[config.mk]
export PLATFORM = sky130hd
export DESIGN_NAME = login_arbiter
export DESIGN_NICKNAME = d
export VERILOG_FILES = /design/src/rtl/login_arb_pkg.sv /design/src/rtl/console_lockout.sv /design/src/rtl/login_arbiter.sv
export SDC_FILE = /design/constraint.sdc
export NUM_CORES = 1
export LEC_CHECK = 0
export ABC_AREA = 1
export CAP_MARGIN = 10
export CORE_ASPECT_RATIO = 0.75
export CORE_UTILIZATION = 45
export DETAILED_ROUTE_END_ITERATION = 10
export PLACE_DENSITY = 0.62
export SKIP_LAST_GASP = 1
export SYNTH_ARGS = -nofsm -noshare
export SYNTH_HDL_FRONTEND = slang
export SYNTH_SLANG_ARGS = --single-unit
export TNS_END_PERCENT = 20
[constraint.sdc]
create_clock -name clk -period 3.19 [get_ports clk]
set_input_delay 0.319 -clock clk [delete_from_list [all_inputs] [get_ports clk]]
set_output_delay 0.319 -clock clk [all_outputs]
set_load 0.005 [all_outputs]
[src/rtl/login_arb_pkg.sv]
// Shared types and constants for the console login arbiter.
// Holds the arbiter FSM encoding, default parameter values and a width helper.
package login_arb_pkg;

  typedef enum logic [1:0] {
    IDLE,
    ENTRY,
    SESSION,
    RELEASE
  } arb_state_t;

  localparam int unsigned DEF_N_CONS        = 4;
  localparam int unsigned DEF_GRANT_TIMEOUT = 1024;
  localparam int unsigned DEF_MAX_FAILS     = 3;
  localparam int unsigned DEF_LOCK_CYCLES   = 4096;

  // Ceiling log2, never less than 1 so that every counter has at least one bit.
  function automatic int unsigned clog2(input int unsigned value);
    int unsigned width;
    width = 0;
    while ((32'd1 << width) < value) width++;
    return (width == 0) ? 1 : width;
  endfunction

endpackage

[src/rtl/console_lockout.sv]
// Per-console failed-attempt counter and lockout timer.
// Locks the console for LOCK_CYCLES cycles once MAX_FAILS consecutive fails accumulate.
module console_lockout
  import login_arb_pkg::*;
#(
  parameter int unsigned MAX_FAILS   = DEF_MAX_FAILS,
  parameter int unsigned LOCK_CYCLES = DEF_LOCK_CYCLES
) (
  input  logic clk,
  input  logic rst,
  input  logic fail_pulse,
  input  logic success_pulse,
  output logic locked
);

  localparam int unsigned FW = clog2(MAX_FAILS + 1);
  localparam int unsigned LW = clog2(LOCK_CYCLES);
  localparam logic [FW-1:0] FAIL_MAX  = FW'(MAX_FAILS);
  localparam logic [LW-1:0] LOCK_LOAD = LW'(LOCK_CYCLES - 1);

  logic [FW-1:0] fail_cnt;
  logic [LW-1:0] lock_cnt;

  always_ff @(posedge clk or negedge rst) begin
    if (!rst) begin
      fail_cnt <= '0;
      lock_cnt <= '0;
      locked   <= 1'b0;
    end else if (locked) begin
      // Lock ends the cycle after the counter has reached zero.
      if (lock_cnt == '0) begin
        locked   <= 1'b0;
        fail_cnt <= '0;
      end else begin
        lock_cnt <= lock_cnt - LW'(1);
      end
    end else if (success_pulse) begin
      fail_cnt <= '0;
    end else if (fail_pulse && (fail_cnt != FAIL_MAX)) begin
      fail_cnt <= fail_cnt + FW'(1);
      if (fail_cnt == FAIL_MAX - FW'(1)) begin
        locked   <= 1'b1;
        lock_cnt <= LOCK_LOAD;
      end
    end
  end

endmodule

[src/rtl/login_arbiter.sv]
// Round-robin arbiter sharing one AccessController among N consoles.
// Steers the owner's keypad into the controller and tracks the login session.
module login_arbiter
  import login_arb_pkg::*;
#(
  parameter int unsigned N_CONS        = DEF_N_CONS,
  parameter int unsigned GRANT_TIMEOUT = DEF_GRANT_TIMEOUT,
  parameter int unsigned MAX_FAILS     = DEF_MAX_FAILS,
  parameter int unsigned LOCK_CYCLES   = DEF_LOCK_CYCLES
) (
  input  logic                  clk,
  input  logic                  rst,
  input  logic [N_CONS-1:0]     cons_req,
  input  logic [4*N_CONS-1:0]   cons_digit,
  input  logic [N_CONS-1:0]     cons_enter,
  input  logic [N_CONS-1:0]     cons_logout,
  output logic [N_CONS-1:0]     grant,
  output logic [N_CONS-1:0]     locked,
  output logic                  session_active,
  output logic                  owner_isguest,
  output logic [3:0]            ac_digit,
  output logic                  ac_enter,
  output logic                  ac_logout,
  input  logic                  ac_loggedin,
  input  logic                  ac_isguest
);

  localparam int unsigned PW = clog2(N_CONS);
  localparam int unsigned TW = clog2(GRANT_TIMEOUT);
  localparam logic [TW-1:0] TMO_LAST = TW'(GRANT_TIMEOUT - 1);

  arb_state_t        state, state_nx;
  logic [N_CONS-1:0] grant_nx;
  logic [PW-1:0]     owner, owner_nx;
  logic [PW-1:0]     rr_ptr, rr_nx;
  logic [PW-1:0]     next_ptr;
  logic [TW-1:0]     tmo_cnt, tmo_nx;
  logic              logout_q, logout_nx;
  logic [N_CONS-1:0] fail_pulse, success_pulse;
  logic [N_CONS-1:0] eligible;
  logic              pick_found;
  logic [PW-1:0]     pick_idx;
  int unsigned       cand;

  for (genvar i = 0; i < N_CONS; i++) begin : g_lock
    console_lockout #(
      .MAX_FAILS   (MAX_FAILS),
      .LOCK_CYCLES (LOCK_CYCLES)
    ) u_lock (
      .clk           (clk),
      .rst           (rst),
      .fail_pulse    (fail_pulse[i]),
      .success_pulse (success_pulse[i]),
      .locked        (locked[i])
    );
  end

  assign eligible = cons_req & ~locked;
  assign next_ptr = PW'((32'(owner) + 1) % N_CONS);

  // First eligible console at or after rr_ptr, wrapping around.
  always_comb begin
    pick_found = 1'b0;
    pick_idx   = '0;
    cand       = 0;
    for (int unsigned k = 0; k < N_CONS; k++) begin
      cand = (32'(rr_ptr) + k) % N_CONS;
      if (!pick_found && eligible[cand]) begin
        pick_found = 1'b1;
        pick_idx   = PW'(cand);
      end
    end
  end

  always_comb begin
    state_nx      = state;
    grant_nx      = grant;
    owner_nx      = owner;
    rr_nx         = rr_ptr;
    tmo_nx        = tmo_cnt;
    logout_nx     = 1'b0;
    fail_pulse    = '0;
    success_pulse = '0;
    unique case (state)
      IDLE: begin
        if (pick_found) begin
          state_nx = ENTRY;
          grant_nx = N_CONS'(1) << pick_idx;
          owner_nx = pick_idx;
          tmo_nx   = '0;
        end
      end
      ENTRY: begin
        tmo_nx = cons_enter[owner] ? '0 : tmo_cnt + TW'(1);
        if (ac_loggedin) begin
          state_nx             = SESSION;
          success_pulse[owner] = 1'b1;
        end else if (tmo_cnt == TMO_LAST) begin
          state_nx          = RELEASE;
          fail_pulse[owner] = 1'b1;
          logout_nx         = 1'b1;
        end else if (!cons_req[owner]) begin
          state_nx  = RELEASE;
          logout_nx = 1'b1;
        end
      end
      SESSION: begin
        if (cons_logout[owner]) begin
          state_nx  = RELEASE;
          logout_nx = 1'b1;
        end else if (!ac_loggedin) begin
          state_nx = IDLE;
          grant_nx = '0;
          rr_nx    = next_ptr;
        end
      end
      RELEASE: begin
        if (!ac_loggedin) begin
          state_nx = IDLE;
          grant_nx = '0;
          rr_nx    = next_ptr;
        end
      end
      default: state_nx = IDLE;
    endcase
  end

  always_ff @(posedge clk or negedge rst) begin
    if (!rst) begin
      state    <= IDLE;
      grant    <= '0;
      owner    <= '0;
      rr_ptr   <= '0;
      tmo_cnt  <= '0;
      logout_q <= 1'b0;
    end else begin
      state    <= state_nx;
      grant    <= grant_nx;
      owner    <= owner_nx;
      rr_ptr   <= rr_nx;
      tmo_cnt  <= tmo_nx;
      logout_q <= logout_nx;
    end
  end

  assign session_active = (state == SESSION);
  assign owner_isguest  = session_active & ac_isguest;
  assign ac_digit       = (state == ENTRY) ? cons_digit[{owner, 2'b00} +: 4] : 4'h0;
  assign ac_enter       = (state == ENTRY) & cons_enter[owner];
  assign ac_logout      = logout_q;

endmodule
== Word level (Yosys, flattened, before mapping) ==
Index checks and enable logic that the tools add are counted.
Widths: inputs -> output; s select.

* Add/sub/neg operators: 13
* $lt $le $gt $ge: 6
* Eq/ne operators: 27
* Shift-type cells: 2
* Mux-type cells: 108
* Bitwise gates (word level): 4
* Reductions and logical operators: 44

{| class="wikitable"
|+ Operators with widths
! kind !! count
|-
| $mux 12 || 20
|-
| $mux 2 || 28
|-
| $logic_not 12->1 || 4
|-
| $sub 12x1->12 const B || 4
|-
| $mux 1 || 36
|-
| $mux 4 || 9
|-
| $ne 2x2->1 const B || 14
|-
| $mux 10 || 2
|-
| $pmux 10 s2 || 1
|-
| $reduce_bool 2->1 || 10
|-
| $reduce_and 2->1 || 8
|-
| $reduce_and 4->1 || 4
|-
| $shiftx 16x5->4 || 1
|-
| $lt 2x3->1 const B || 5
|-
| $reduce_bool 3->1 || 5
|-
| $bmux 1 s2 || 7
|-
| $add 2x1->2 const B || 6
|-
| $eq 2x2->1 const B || 6
|-
| $pmux 4 s3 || 1
|-
| $add 10x1->10 const B || 1
|-
| $eq 10x10->1 const B || 1
|-
| $logic_and 1x1->1 || 8
|-
| $ne 2x1->1 const B || 4
|-
| $pmux 2 s4 || 1
|-
| 14 further kinds || 18
|}

* Flip-flop bits (word level): 81
* Input port bits: 32
* Output and inout port bits: 16
* Word-level logic and storage cells: 222

== Logic depth before layout (Yosys ltp) ==
* Depth in word-level cells: 17
* Gate-level depth with buffers: 14
* Depth with buffers taken out: 13

== By module ==
Synthesis repeated with hierarchy kept, for this count alone.

* Cells, all modules: 838
* Area, all modules: 6029.5 µm²

{| class="wikitable"
|+ By module, submodules not included
! module !! instances !! cells each !! area an instance (µm²) !! seq. area each (µm²)
|-
| console_lockout || 4 || 140 || 1033.5 || 375.4
|-
| login_arbiter || 1 || 278 || 1895.6 || 525.5
|}

== Worst setup path after synthesis ==
No wires, ideal clock.

* Path kind: register -> register
* From: register owner[0]
* To: register g_lock[0].u_lock.lock_cnt[2]
* Library setup time: 0.120 ns
* Data arrival time: 1.956 ns
* Required time: 3.070 ns
* Setup slack: 1.114 ns
* Stages on the path, launching flop included: 12
* Path buffers: 2
* Clock period less this slack: 2.076 ns
* Cells stage by stage: dfrtp_1 > buf_2 > inv_1 > buf_2 > ha_1 > inv_1 > nor4_1 > nand2_4 > o21ai_4 > inv_2 > o21ai_1 > nand2_1

* Cells in the longest elaborated chain, start to end: 10
* Elaborated cells between the ends (all ways): 14
* Classes of those cells: order compare: 2; eq/ne: 1; mux: 7; reduce/logical: 4

{| class="wikitable"
|+ Ends and longest elaborated chain
! element !! line !! RTL
|-
| start, declared || login_arbiter.sv:34 || <nowiki>logic [PW-1:0] owner, owner_nx;</nowiki>
|-
| start signal, assigned || login_arbiter.sv:139 || <nowiki>owner <= owner_nx;</nowiki>
|-
| $lt 2x3->1 (implied by the code) or $ge 2x1->1 (tied branches) || login_arbiter.sv:97, login_arbiter.sv:100 ||
|-
| $logic_and 1x1->1 (implied by the code) || login_arbiter.sv:97, login_arbiter.sv:100 ||
|-
| $mux 1 (implied by the code) || login_arbiter.sv:97, login_arbiter.sv:100 ||
|-
| $demux 1 s2 * || login_arbiter.sv:97, login_arbiter.sv:100 ||
|-
| $mux 4 || login_arbiter.sv:98 || <nowiki>end else if (tmo_cnt == TMO_LAST) begin</nowiki>
|-
| $mux 4 || login_arbiter.sv:95 || <nowiki>if (ac_loggedin) begin</nowiki>
|-
| $mux 4 || login_arbiter.sv:84 || <nowiki>unique case (state)</nowiki>
|-
| $logic_and 1x1->1 || console_lockout.sv:39 || <nowiki>end else if (fail_pulse && (fail_cnt != FAIL_MAX)) begin</nowiki>
|-
| $reduce_bool 2->1 (no line) || -- ||
|-
| $reduce_and 4->1 (no line) * || -- ||
|-
| end signal, assigned || console_lockout.sv:35 || <nowiki>lock_cnt <= lock_cnt - LW'(1);</nowiki>
|-
| end, declared || console_lockout.sv:22 || <nowiki>logic [LW-1:0] lock_cnt;</nowiki>
|}

Mark *: on every way between the ends. The rest lies on a longest branch, timed or not.
A chain may end at the register's enable or synchronous reset.

== Worst setup path after layout ==
* From: register owner[1]
* To: output ac_enter

* Cells in the longest elaborated chain, start to end: 3

{| class="wikitable"
|+ Ends and longest elaborated chain
! element !! line !! RTL
|-
| $bmux 1 s2 || login_arbiter.sv:149 || <nowiki>assign ac_enter = (state == ENTRY) & cons_enter[owner];</nowiki>
|-
| $mux 1 (implied by the code) || login_arbiter.sv:149 ||
|-
| $and 1x1->1 || login_arbiter.sv:149 ||
|-
| end, declared || login_arbiter.sv:22 || <nowiki>output logic ac_enter,</nowiki>
|}

No other way between the ends. The select of a mux whose other input is x is not followed.

==> impl_results.md <==
- Reg2Reg Depth: 9
- VDD IR-drop max: 0.350 mV
- Die Height: 96.5 µm
- Area Overhead vs Synth: 16.1%
- Setup Fix Bufs, Post-CTS: 0
- Total CTS buffers: 9
- Leak: 3.12 nW
- Clock Latency Late Sink: 0.34 ns
- CP Cell Sequence: clkinv_1, a32oi_1, buf_4, inv_1, nor2_1, clkdlybuf4s50_1
- Post-synthesis mux area share: 0%
- Routed wire per std cell: 13.3 µm
- All-Layer GR Usage: 21.6%
- Aggregate routed wire length: 12.4 mm
- Mapped Cells: 720
- Fin Setup TNS: 0 ns
- CTS resizes: 0
- HP Class: in2async
- Pre-CTS WS: 0.630 ns
- Crit start category: flop
- Die X: 128 µm
- Vias after detailed routing: 4824
- Crit-path max FO: 10
- Worst Tran Pin Value: 1.06 ns
- Overflow after GRT: 0
- Min Tclk post-route: 2.75 ns
- Die area: 0.0124 mm²
- Num Clock Sinks: 81
- CP Capture Type: output pin
- IO Count: 48
- Reg clk slew, reported paths: 0.06 ns
- Mapped Nets: 778
- CORE AREA: 0.0116 mm²
- # Max-Cap Violations: 0
- Status: completed
- Slew Viols, Final: 0
- DR DRC count: 0
- DRT Pass-1 Iters: 5
- PD cells: 581 mW/mm²
- Avg Vias per Cell: 5.19
- DRT iter0 DRCs: 313
- Endpoints failing hold: 0
- FF-to-FF Start: state[1]
- Reg2reg end: g_lock[0].u_lock.lock_cnt[2]
- Max_slew headroom: 29.4%
- Number of hold buffers added after CTS: 0
- R2R setup slack: 0.58 ns
- Critical path class: reg2out
- ANT cells: 0
- Clock Tree Buf Depth: 2
- Antenna violations before repair: 0
- Post-Synth XOR/XNOR Area: 4.57%
- H-tree depth: 3
- F_max: 0.363 GHz
- # setup viols final: 0
- Slowest CP cell: dfrtp_1
- Fillers: 1101
- Ys Warns: 0
- Initial cell density of the core: 46.2%
- Crit path DAT: 2.43 ns
- RD Place Congestion: 0.902
- Mean Syn Cell Area: 7.45 µm²
- Simple-gate portion of the synthesized area: 32.3%
- Req. time, crit path: 2.87 ns
- Root Driver: clkbuf_16
- Dpl hpwl: 9.03 mm
- Largest family of logic cells by synthesized area: simple AND/OR/NAND/NOR gates
- Post-synthesis compound-gate area fraction: 11.3%
- Layout cell share with drive strength beyond 1: 5.73%
- CP max stage delay: 0.55 ns
- Final Power: 0.00362 W
- Unrepaired setup endpoints after global routing: no
- Number of global-route vias before repair: 4490
- Post-synthesis cell type count: 40
- Row count: 34
- Largest net degree at the start of global routing: 82
- NumNets Final: 821
- PortBufs: 47
- First-pass GRT wire length: 21.1 mm
- Post-synthesis adder-cell area fraction: 6.07%
- CTS tree: done
- Worst setup margin: 0.436 ns
- Cell area after synthesis: 0.00536 mm²
- Crit path buf inv count: 4
- Crit share post-route: 86.3%
- Crit path max-delay family: buffers and inverters
- Synth Register Bits: 81
- Final antenna-violating net count: 0
- Clock skew: 0.00951 ns
- Sequential share of the synthesized area: 37.8%
==> sequential cells by signal (all words and copies together) (netlist names) <==
signal                  flops
g_lock.u_lock.lock_cnt     48
tmo_cnt                    10
g_lock.u_lock.fail_cnt      8
g_lock.u_lock.locked        4
grant                       4
owner                       2
rr_ptr                      2
state                       2
ac_logout                   1
==> final cells by class <==
type                            count  area [µm²]  share of cell area (%)
Multi-Input combinational cell    542        2910                    46.7
Clock inverter                      3        21.3                   0.342
Sequential cell                    81        2030                    32.6
Tap cell                          162         203                    3.26
Timing Repair Buffer               49         483                    7.76
Clock buffer                       13         280                    4.50
Inverter                           80         300                    4.83
==> cell usage in the layout, fill, tap and decap left out, types with 2 or more instances in the layout <==
master           synthesis  layout
nor2_4                   2       2
clkinv_1                 2       2
nand3_1                 62      62
inv_1                   74      74
nand2_1                158     158
nor2_1                  84      84
a21oi_1                 21      21
nor3b_1                  3       3
nand3b_1                 9       9
nor3_1                  23      23
clkbuf_16                0       9
xor2_1                  25      25
clkdlybuf4s50_1          0      46
buf_4                    6       3
a31oi_1                  2       2
clkbuf_8                 0       4
or2_2                    3       3
nand4_4                  3       3
inv_2                    4       4
nand2_2                  4       4
nand4_1                 10      10
nor4_1                   2       2
o21ai_1                  6       6
ha_1                    26      26
o31ai_1                  2       2
xnor2_1                  3       3
o21ai_0                 78      78
and3_1                   2       2
nand2_4                  5       5
dfrtp_1                 81      81
==> worst max-delay path by stage <==
| stage | startpoint | end | slack (ns) | cells past startpoint |
|---|---|---|---|---|
| 5_1_grt | owner[1] | ac_enter | 0.26 | 6 |
| 2_1_floorplan | owner[0] | g_lock[0].u_lock.lock_cnt[2] | 1.11 | 11 |
| 3_3_place_gp | ac_loggedin | g_lock[0].u_lock.lock_cnt[2] | 0.74 | 9 |
| 4_1_cts | owner[1] | ac_enter | 0.43 | 6 |
| 3_5_place_dp | ac_loggedin | g_lock[0].u_lock.lock_cnt[2] | 0.63 | 9 |
| 6_report | owner[1] | ac_enter | 0.44 | 6 |
==> metrics by stage <==
stage / area (µm²) / instances / hold WS (ns) / util, %
detailed placement: 5920 / 914 / 0.472 / 51.0
CTS: 6220 / 930 / 0.225 / 53.6
finish: 6220 / 930 / 0.149 / 53.6
global route: 6220 / 930 / 0.282 / 53.6
global placement: 5920 / 914 / 0.465 / 51.0
floorplan: 5360 / 720 / 0.0234 / -
==> routing by layer <==
layer,part of all wire [%],GRT usage [%],up-vias,wire [µm]
met5,0,0,-,0
met4,0.94,5.78,0,117
met3,4.2,3.63,10,525
met2,43,33.8,121,5390
met1,51,30.9,2252,6370
li1,-,-,2441,-
==> where the power goes <==
part	switching, W	internal, W
Clock	0.000432	0.000615
Sequential	0.000115	0.00113
Combinational	0.000842	0.000483
Total	0.00139	0.00223
==> cells by family after synthesis <==
group	count (synthesis)
adder cells (fa/ha/maj)	26
XOR/XNOR	28
buffers and inverters	97
AND/OR/NAND/NOR	373
flip-flops	81
AO/OA/AOI/OAI	115
==> synthesized netlist by cell type (all sizes together) <==
master | count | area (µm²)
nand2 | 167 | 674
nor2 | 88 | 364
o21ai | 85 | 437
dfrtp | 81 | 2030
inv | 78 | 293
nand3 | 62 | 310
ha | 26 | 325
xor2 | 25 | 219
nor3 | 23 | 115
a21oi | 22 | 114
buf | 14 | 114
nand4 | 13 | 126
nand3b | 9 | 67.6
clkbuf | 3 | 11.3
nor3b | 3 | 22.5
or2 | 3 | 18.8
xnor2 | 3 | 26.3
a31oi | 2 | 12.5
and3 | 2 | 12.5
clkinv | 2 | 7.51
nor4 | 2 | 12.5
o31ai | 2 | 15.0
a21boi | 1 | 7.51
a22oi | 1 | 7.51
a32oi | 1 | 8.76
nand2b | 1 | 6.26
o22ai | 1 | 6.26
Note: power is estimated with default switching activity, not from simulation.
